## src/rtl/pll_reconfig_seq_if.sv

```systemverilog
// Avalon-MM write-only management port of the PLL reconfig IP.
// master drives the write strobe, address and data; slave returns waitrequest.
interface pll_reconfig_seq_if;
   logic        cfg_waitrequest;
   logic        cfg_write;
   logic [5:0]  cfg_address;
   logic [31:0] cfg_data;

   modport master (
      input  cfg_waitrequest,
      output cfg_write,
      output cfg_address,
      output cfg_data
   );

   modport slave (
      output cfg_waitrequest,
      input  cfg_write,
      input  cfg_address,
      input  cfg_data
   );
endinterface

```

## src/rtl/pll_reconfig_seq.sv

```systemverilog
// PLL reconfig sequencer: on a model/TV-system change writes mode, K and start, then waits for relock.
// Optional PLLRECONF_RETRY_EN: rerun the write sequence up to 3 times on lock timeout before flagging error.
module pll_reconfig_seq #(
   parameter logic [31:0] K_PAL        = 32'd1503512573,
   parameter logic [31:0] K_NTSC       = 32'd3357876127,
   parameter logic [31:0] K_BIZ        = 32'd2233385555,
   parameter int          LOCK_SETTLE  = 16,
   parameter int          LOCK_TIMEOUT = 1000000
) (
   input  logic                      CLK_50M,
   input  logic                      RESET,
   input  logic                      model,
   input  logic                      ntsc,
   input  logic                      pll_locked,
   pll_reconfig_seq_if.master        cfg,
   output logic                      busy,
   output logic [1:0]                profile,
   output logic                      error
);
   localparam int SW = $clog2(LOCK_SETTLE + 1);
   localparam int TW = $clog2(LOCK_TIMEOUT + 1);

   typedef enum logic [2:0] {IDLE, W_MODE, W_K, W_START, GAP, WAIT_LOCK} state_t;

   state_t         state_q, state_d;
   logic           model_s1_q, model_s2_q, ntsc_s1_q, ntsc_s2_q, lock_s1_q, lock_s2_q;
   logic           model_r_q, model_r_d, ntsc_r_q, ntsc_r_d;
   logic           pending_q, pending_d;
   logic [31:0]    k_q, k_d;
   logic [1:0]     tgt_q, tgt_d;
   logic [5:0]     addr_q, addr_d;
   logic [31:0]    data_q, data_d;
   logic [TW-1:0]  tmo_q, tmo_d;
   logic [SW-1:0]  settle_q, settle_d;
   logic [1:0]     profile_q, profile_d;
   logic           error_q, error_d;
`ifdef PLLRECONF_RETRY_EN
   logic [1:0]     retry_q, retry_d;
`endif

   logic           wr;
   logic [5:0]     wr_addr;
   logic [31:0]    wr_data;
   logic           pend_set, pend_clr;
   logic [31:0]    k_target;
   logic [1:0]     tgt_target;

   assign k_target   = model_r_q ? K_BIZ : (ntsc_r_q ? K_NTSC : K_PAL);
   assign tgt_target = model_r_q ? 2'd2  : (ntsc_r_q ? 2'd1   : 2'd0);

   always_ff @(posedge CLK_50M) begin
      if (RESET) begin
         state_q    <= IDLE;
         model_s1_q <= 1'b0;
         model_s2_q <= 1'b0;
         ntsc_s1_q  <= 1'b0;
         ntsc_s2_q  <= 1'b0;
         lock_s1_q  <= 1'b0;
         lock_s2_q  <= 1'b0;
         model_r_q  <= 1'b0;
         ntsc_r_q   <= 1'b0;
         pending_q  <= 1'b0;
         k_q        <= '0;
         tgt_q      <= '0;
         addr_q     <= '0;
         data_q     <= '0;
         tmo_q      <= '0;
         settle_q   <= '0;
         profile_q  <= '0;
         error_q    <= 1'b0;
`ifdef PLLRECONF_RETRY_EN
         retry_q    <= '0;
`endif
      end else begin
         state_q    <= state_d;
         model_s1_q <= model;
         model_s2_q <= model_s1_q;
         ntsc_s1_q  <= ntsc;
         ntsc_s2_q  <= ntsc_s1_q;
         lock_s1_q  <= pll_locked;
         lock_s2_q  <= lock_s1_q;
         model_r_q  <= model_r_d;
         ntsc_r_q   <= ntsc_r_d;
         pending_q  <= pending_d;
         k_q        <= k_d;
         tgt_q      <= tgt_d;
         addr_q     <= addr_d;
         data_q     <= data_d;
         tmo_q      <= tmo_d;
         settle_q   <= settle_d;
         profile_q  <= profile_d;
         error_q    <= error_d;
`ifdef PLLRECONF_RETRY_EN
         retry_q    <= retry_d;
`endif
      end
   end

   always_comb begin
      state_d   = state_q;
      model_r_d = model_r_q;
      ntsc_r_d  = ntsc_r_q;
      k_d       = k_q;
      tgt_d     = tgt_q;
      tmo_d     = tmo_q;
      settle_d  = settle_q;
      profile_d = profile_q;
      error_d   = error_q;
`ifdef PLLRECONF_RETRY_EN
      retry_d   = retry_q;
`endif
      wr        = 1'b0;
      wr_addr   = '0;
      wr_data   = '0;
      pend_set  = 1'b0;
      pend_clr  = 1'b0;

      // ntsc only matters to the PLL while the Business model is not selected
      if (model_s2_q == model_s1_q && model_s2_q != model_r_q) begin
         model_r_d = model_s2_q;
         pend_set  = 1'b1;
      end
      if (ntsc_s2_q == ntsc_s1_q && ntsc_s2_q != ntsc_r_q) begin
         ntsc_r_d = ntsc_s2_q;
         if (!model_r_q) pend_set = 1'b1;
      end

      case (state_q)
         IDLE: begin
`ifdef PLLRECONF_RETRY_EN
            retry_d = '0;
`endif
            if (pending_q) begin
               pend_clr = 1'b1;
               k_d      = k_target;
               tgt_d    = tgt_target;
               state_d  = W_MODE;
            end
         end
         W_MODE: if (!cfg.cfg_waitrequest) begin
            wr      = 1'b1;
            wr_addr = 6'd0;
            wr_data = 32'd0;
            state_d = GAP;
         end
         W_K: if (!cfg.cfg_waitrequest) begin
            wr      = 1'b1;
            wr_addr = 6'd7;
            wr_data = k_q;
            state_d = GAP;
         end
         W_START: if (!cfg.cfg_waitrequest) begin
            wr       = 1'b1;
            wr_addr  = 6'd2;
            wr_data  = 32'd0;
            tmo_d    = '0;
            settle_d = '0;
            state_d  = WAIT_LOCK;
         end
         // the address just written tells which write comes next
         GAP: state_d = (addr_q == 6'd0) ? W_K : W_START;
         WAIT_LOCK: begin
            tmo_d    = tmo_q + TW'(1);
            settle_d = lock_s2_q ? settle_q + SW'(1) : '0;
            if (lock_s2_q && settle_q == SW'(LOCK_SETTLE - 1)) begin
               profile_d = tgt_q;
               error_d   = 1'b0;
               state_d   = IDLE;
            end else if (tmo_q == TW'(LOCK_TIMEOUT - 1)) begin
`ifdef PLLRECONF_RETRY_EN
               if (retry_q == 2'd3) begin
                  error_d = 1'b1;
                  state_d = IDLE;
               end else begin
                  retry_d = retry_q + 2'd1;
                  state_d = W_MODE;
               end
`else
               error_d = 1'b1;
               state_d = IDLE;
`endif
            end
         end
         default: state_d = IDLE;
      endcase

      pending_d = pend_set ? 1'b1 : (pend_clr ? 1'b0 : pending_q);
      addr_d    = wr ? wr_addr : addr_q;
      data_d    = wr ? wr_data : data_q;
   end

   assign cfg.cfg_write   = wr;
   assign cfg.cfg_address = wr ? wr_addr : addr_q;
   assign cfg.cfg_data    = wr ? wr_data : data_q;
   assign busy            = (state_q != IDLE);
   assign profile         = profile_q;
   assign error           = error_q;
endmodule

```

## src/flat_wrapper.sv

```systemverilog
// flat-port wrapper written by rule: the top's interface ports become plain ports
module pll_reconfig_seq_flat 
#(
   parameter logic [31:0] K_PAL        = 32'd1503512573,
   parameter logic [31:0] K_NTSC       = 32'd3357876127,
   parameter logic [31:0] K_BIZ        = 32'd2233385555,
   parameter int          LOCK_SETTLE  = 16,
   parameter int          LOCK_TIMEOUT = 1000000
)
  (CLK_50M, RESET, model, ntsc, pll_locked, busy, profile, error, cfg_cfg_waitrequest, cfg_cfg_write, cfg_cfg_address, cfg_cfg_data);
  pll_reconfig_seq_if cfg_i ();
  input  logic CLK_50M;
  input  logic RESET;
  input  logic model;
  input  logic ntsc;
  input  logic pll_locked;
  output logic busy;
  output logic [1:0] profile;
  output logic error;
  input wire logic [$bits(cfg_i.cfg_waitrequest)-1:0] cfg_cfg_waitrequest;
  output wire logic [$bits(cfg_i.cfg_write)-1:0] cfg_cfg_write;
  output wire logic [$bits(cfg_i.cfg_address)-1:0] cfg_cfg_address;
  output wire logic [$bits(cfg_i.cfg_data)-1:0] cfg_cfg_data;
  assign cfg_i.cfg_waitrequest = cfg_cfg_waitrequest;
  assign cfg_cfg_write = cfg_i.cfg_write;
  assign cfg_cfg_address = cfg_i.cfg_address;
  assign cfg_cfg_data = cfg_i.cfg_data;
  pll_reconfig_seq #(.K_PAL(K_PAL), .K_NTSC(K_NTSC), .K_BIZ(K_BIZ), .LOCK_SETTLE(LOCK_SETTLE), .LOCK_TIMEOUT(LOCK_TIMEOUT)) u_core (.CLK_50M(CLK_50M), .RESET(RESET), .model(model), .ntsc(ntsc), .pll_locked(pll_locked), .cfg(cfg_i), .busy(busy), .profile(profile), .error(error));
endmodule
```

## config.mk

```make
export PLATFORM = sky130hd
export DESIGN_NAME = pll_reconfig_seq_flat
export DESIGN_NICKNAME = d
export VERILOG_FILES = /design/src/rtl/pll_reconfig_seq_if.sv /design/src/rtl/pll_reconfig_seq.sv /design/src/flat_wrapper.sv
export SDC_FILE = /design/constraint.sdc
export NUM_CORES = 1
export LEC_CHECK = 0
export BUFFER_PORTS_ARGS = -buffer_cell sky130_fd_sc_hd__buf_2
export CORE_ASPECT_RATIO = 1.1
export CORE_MARGIN = 5
export CORE_UTILIZATION = 30
export DETAILED_ROUTE_END_ITERATION = 12
export PLACE_DENSITY = 0.5
export SLEW_MARGIN = 20
export SYNTH_ARGS = -nofsm -noshare
export SYNTH_HDL_FRONTEND = slang
export SYNTH_SLANG_ARGS = --single-unit
```

## constraint.sdc

```tcl
create_clock -name CLK_50M -period 3.6 [get_ports CLK_50M]
set_input_delay 0.36 -clock CLK_50M [delete_from_list [all_inputs] [get_ports CLK_50M]]
set_output_delay 0.36 -clock CLK_50M [all_outputs]
set_load 0.02 [all_outputs]
```

# After elaboration in Yosys (flattened, before gate mapping)
# Index checks and enable logic that the tools add are counted.
[op_classes]
addsub = 2
eq_ne = 15
mux = 34
reduce_logical = 16
[ops]
columns = ["cell", "n"]
rows = [
  ["32-bit two-way mux", 5],
  ["20-bit one-hot mux with 2 select lines", 1],
  ["20-bit by 1-bit adder with 20-bit output (second input constant)", 1],
  ["20-bit equality test (second input constant)", 1],
  ["20-bit two-way mux", 1],
  ["3-bit two-way mux", 6],
  ["3-bit one-hot mux with 5 select lines", 1],
  ["1-bit two-way mux", 13],
  ["6-bit one-hot mux with 2 select lines", 1],
  ["5-bit two-way mux", 2],
  ["5-bit one-hot mux with 2 select lines", 1],
  ["2-bit AND reduction", 4],
  ["3-bit by 2-bit equality test with 1-bit output (second input constant)", 2],
  ["3-bit equality test (second input constant)", 2],
  ["6-bit logical NOT", 1],
  ["6-bit two-way mux", 1],
  ["2-bit nonzero test", 3],
  ["5-bit by 1-bit adder with 5-bit output (second input constant)", 1],
  ["5-bit by 4-bit equality test with 1-bit output (second input constant)", 1],
  ["2-bit two-way mux", 2],
  ["2-bit inequality test (second input constant)", 2],
  ["4-bit AND reduction", 1],
  ["3-bit by 1-bit equality test with 1-bit output (second input constant)", 1],
  ["1-bit logical AND", 3],
  ["8 further kinds", 10],
]
[word_totals]
reg_bits = 112
input_bits = 6
out_inout_bits = 43
elab_cells = 85

# Logic depth before layout (Yosys ltp)
[logic_depth]
depth_word = 6
ltp_mapped = 7
ltp_nobuf = 7

# Worst setup path before layout
# OpenSTA, ideal clock, no wires.
[synth_timing]
path_kind = "flip-flop to output port"
start = "register u_core.state_q[2]"
end = "output cfg_cfg_data[10]"
t_arrival_ns = 1.545
required_time_ns = 3.240
setup_slack_ns = 1.695
path_stages_with_launch = 5
path_buffers = 1
path_cell_list = "dfxtp_1 -> nor4b_1 -> and2_1 -> clkbuf_1 -> a21o_1"
[synth_via]
elab_chain_cells = 4
word_cells_on_any_way = 7
classes_between = "eq/ne (3); mux (3); reduce/logical (1)"
[synth_rtl]
columns = ["item", "line_no", "text"]
rows = [
  ["start, declared", "pll_reconfig_seq.sv:25", "state_t state_q, state_d;"],
  ["start signal, assigned", "pll_reconfig_seq.sv:75", "state_q <= state_d;"],
  ["3-bit by 1-bit equality test with 1-bit output / 3-bit by 2-bit equality test with 1-bit output (equally long branches)", "pll_reconfig_seq.sv:128", "case (state_q)"],
  ["3-bit OR reduction (no line)", "-", ""],
  ["1-bit two-way mux", "-", ""],
  ["32-bit two-way mux (*)", "pll_reconfig_seq.sv:194", "assign cfg.cfg_data = wr ? wr_data : data_q;"],
  ["end, declared", "flat_wrapper.sv:23", "output wire logic [$bits(cfg_i.cfg_data)-1:0] cfg_cfg_data;"],
]
# Mark *: on every way between the ends. The rest lies on a longest branch, timed or not.

# Final worst setup path
[layout_timing]
start = "register u_core.state_q[1]"
end = "output cfg_cfg_data[24]"
# The elaborated chain is that of the path after synthesis.

==> qor.csv <==
metric;value;unit
grt_max_degree;50;
hp-class;input pin to flop;
r2r-end;u_core.tmo_q[17];
die_h;123.8;um
firstDrtPassIters;4;
synth_warnings;0;
drc;0;
dp_hpwl;5236;um
syn_avg_cell_area;9.127;um^2
fin_util;36.54;%
crit_fanout;15;
finClkSkew;0.008193;ns
cts_root_buf;clkbuf_16;
max-cap-violations;0;
dp_slack;1.349;ns
drt-total-wl;7802;um
clk_latency;0.34;ns
hold_viol;0;
holdBufCountCts;0;
core;11490;um^2
postCtsSetupBuffers;0;
ys_async_sr_fraction;0;%
drv_slew;0;
design_area;4199;um^2
cts_max_level;3;
worst-setup-path-type;flop to output port;
power.leakage;1.862;nW
grt_overflow_total;0;
drt_iter0_markers;140;
finalWeightedCongestion;0.7409;
vias_per_cell;4.950;
clkTransAtPathRegs;0.06;ns
cellPowerDensity;464.9;nW/um^2
die_width;113.5;um
numClockSinks;85;
max_slew_margin;36.61;%
track_usage;11.79;%
die_area;14050;um^2
tightest_slew;0.9509;ns
synthDistinctLibCells;49;
rsz0062_at_grt;false;
cts-resized-gates;0;
syn_to_final_growth;18.88;%
final.setup.tns;0;ns
grt_antenna_before_repair;0;
num_vias;2861;
hold_depth;2;
max_freq;409.8;MHz
post_dp_cell_area;3900;um^2
grt_pass1_wl;13280;um
nets;432;
required;3.24;ns
power;1.952;mW
arrival;2.08;ns
ys_ff_latch;85;
min_period_over_period;67.78;%
synthFlopType;dfxtp_1;
setup_viol;0;
syn_nets;396;
setup_ws;1.160;ns
start_util;30.74;%
antenna_cells;0;
dp.cells;562;
clockBufferDepth;2;
drive_gt1_share;18.46;%
grt_pass1_vias;2707;
rows;41;
hold_slack;0.2342;ns
netlist_area;3532;um^2
r2r_slack;1.34;ns
end_kind;output port;
r2r_start;u_core.state_q[2];
hold_start;ntsc;
wl_per_cell;13.50;um
cts_tree;yes;
postRouteAntennaNets;0;
io_buffers;48;
ioPinCount;49;
layout.cells.non_filler;578;
cts_buffers;9;
period_minus_slack;2.440;ns
min_to;u_core.ntsc_s1_q;
synth_cells;387;
status;complete, no violations;
peakVddDrop;0.0002102;V
synth_enable_flop_cells;0;
r2r_cells;4;
seq_area_frac_synth;48.18;%
crit_path_start_kind;flop;
[sequential cells by signal, indices dropped and copies added (netlist names)]
register,flops
u_core.tgt_q,1
u_core.profile,2
u_core.model_s2_q,1
u_core.model_s1_q,1
u_core.ntsc_s1_q,1
u_core.data_q,32
u_core.lock_s1_q,1
u_core.state_q,3
u_core.model_r_q,1
u_core.error,1
u_core.k_q,6
u_core.addr_q,6
u_core.pending_q,1
u_core.ntsc_s2_q,1
u_core.ntsc_r_q,1
u_core.settle_q,5
u_core.lock_s2_q,1
u_core.tmo_q,20
[layer usage]
layer,global-route usage [%],vias up,share of wire (%)
met4,5.409,0,1.8
met3,3.499,9,4.8
met2,19.11,56,47
li1,-,1445,-
met1,14.49,1351,46
met5,0,-,0
[cell usage in the layout, fill, tap and decap left out, types with 3 or more instances in the layout]
master,Yosys,routed
a22o_1,11,11
and3_1,5,5
nor3b_1,4,4
o21ai_0,7,7
and2_1,18,18
inv_1,9,9
clkbuf_16,0,9
nand3_1,8,8
or3_1,5,5
mux2i_1,3,3
o311ai_0,5,5
ha_1,3,3
a21oi_1,31,31
mux2_2,5,5
or4_1,7,7
nor2_1,25,25
dfxtp_1,85,85
nor2b_1,39,39
nand2_1,21,21
buf_2,3,48
a21o_1,21,21
nor3_1,5,5
nand4_1,7,7
nor4_1,6,6
[worst max-delay path, stage by stage (launching register included)]
cell,delay (ns)
dfxtp_1,0.56
nor4b_2,0.26
buf_4,0.25
and2_0,0.36
a21o_1,0.14
buf_2,0.16
[worst max-delay path by stage]
stage / from / to / slack [ns] / depth (start not counted)
after floorplan: u_core.state_q[2] / cfg_cfg_data[10] / 1.70 / 4
after global placement: u_core.state_q[2] / u_core.tmo_q[17] / 1.40 / 4
after detailed placement: u_core.state_q[2] / u_core.tmo_q[17] / 1.35 / 4
after CTS: u_core.state_q[1] / cfg_cfg_data[15] / 1.12 / 5
after global routing: u_core.state_q[1] / cfg_cfg_data[15] / 0.95 / 5
final: u_core.state_q[1] / cfg_cfg_data[24] / 1.16 / 5
[synthesized netlist by cell type (all sizes together) (2+ instances only)]
master  number  area [um^2]
or2          2        12.51
nand4        7        43.79
or4          7        52.55
mux2i        3        30.03
a21o        21        157.7
clkbuf      21        78.83
inv          9        33.78
dfxtp       85         1702
o311ai       5        43.79
ha           3        37.54
nand3b       3        35.03
a22oi        2        15.01
mux2         5        56.30
nand4b       2        17.52
o211ai       2        15.01
nand2b       2        12.51
or4b         2        20.02
and3         5        31.28
and2        19        118.9
nand3        8        40.04
o21ai        7        35.03
a21oi       31        155.2
nand2       21        78.83
nor2        25        93.84
buf          5        22.52
a22o        11        96.34
nor3b        4        30.03
nor4         6        37.54
nor2b       39        244.0
or3          5        31.28
nor3         5        25.02
[kinds of logic after synthesis]
| logic type | Yosys count | share of synthesized area (%) |
|---|---|---|
| adder cells (fa/ha/maj) | 3 | 1.063 |
| AND/OR/NAND/NOR | 168 | 27.84 |
| multiplexers | 8 | 2.444 |
| AO/OA/AOI/OAI | 87 | 16.40 |
| buffers and inverters | 35 | 3.826 |
| flip-flops | 85 | 48.18 |
| XOR/XNOR | 1 | 0.2480 |
[cell type report]
class | count | area (um^2)
fill | 1182 | 7292
sequential | 85 | 1702
multi-input combinational | 267 | 1702
timing repair buffer | 51 | 275.3
clock buffer | 9 | 225.2
tap | 150 | 187.7
clock inverter | 7 | 73.82
inverter | 9 | 33.78
[power by group]
group | total [mW] | internal (mW) | switching, mW
Sequential | 0.960 | 0.949 | 0.0110
Clock | 0.927 | 0.541 | 0.386
Combinational | 0.0652 | 0.0210 | 0.0441
No activity file was read; power rests on OpenSTA's default activity.
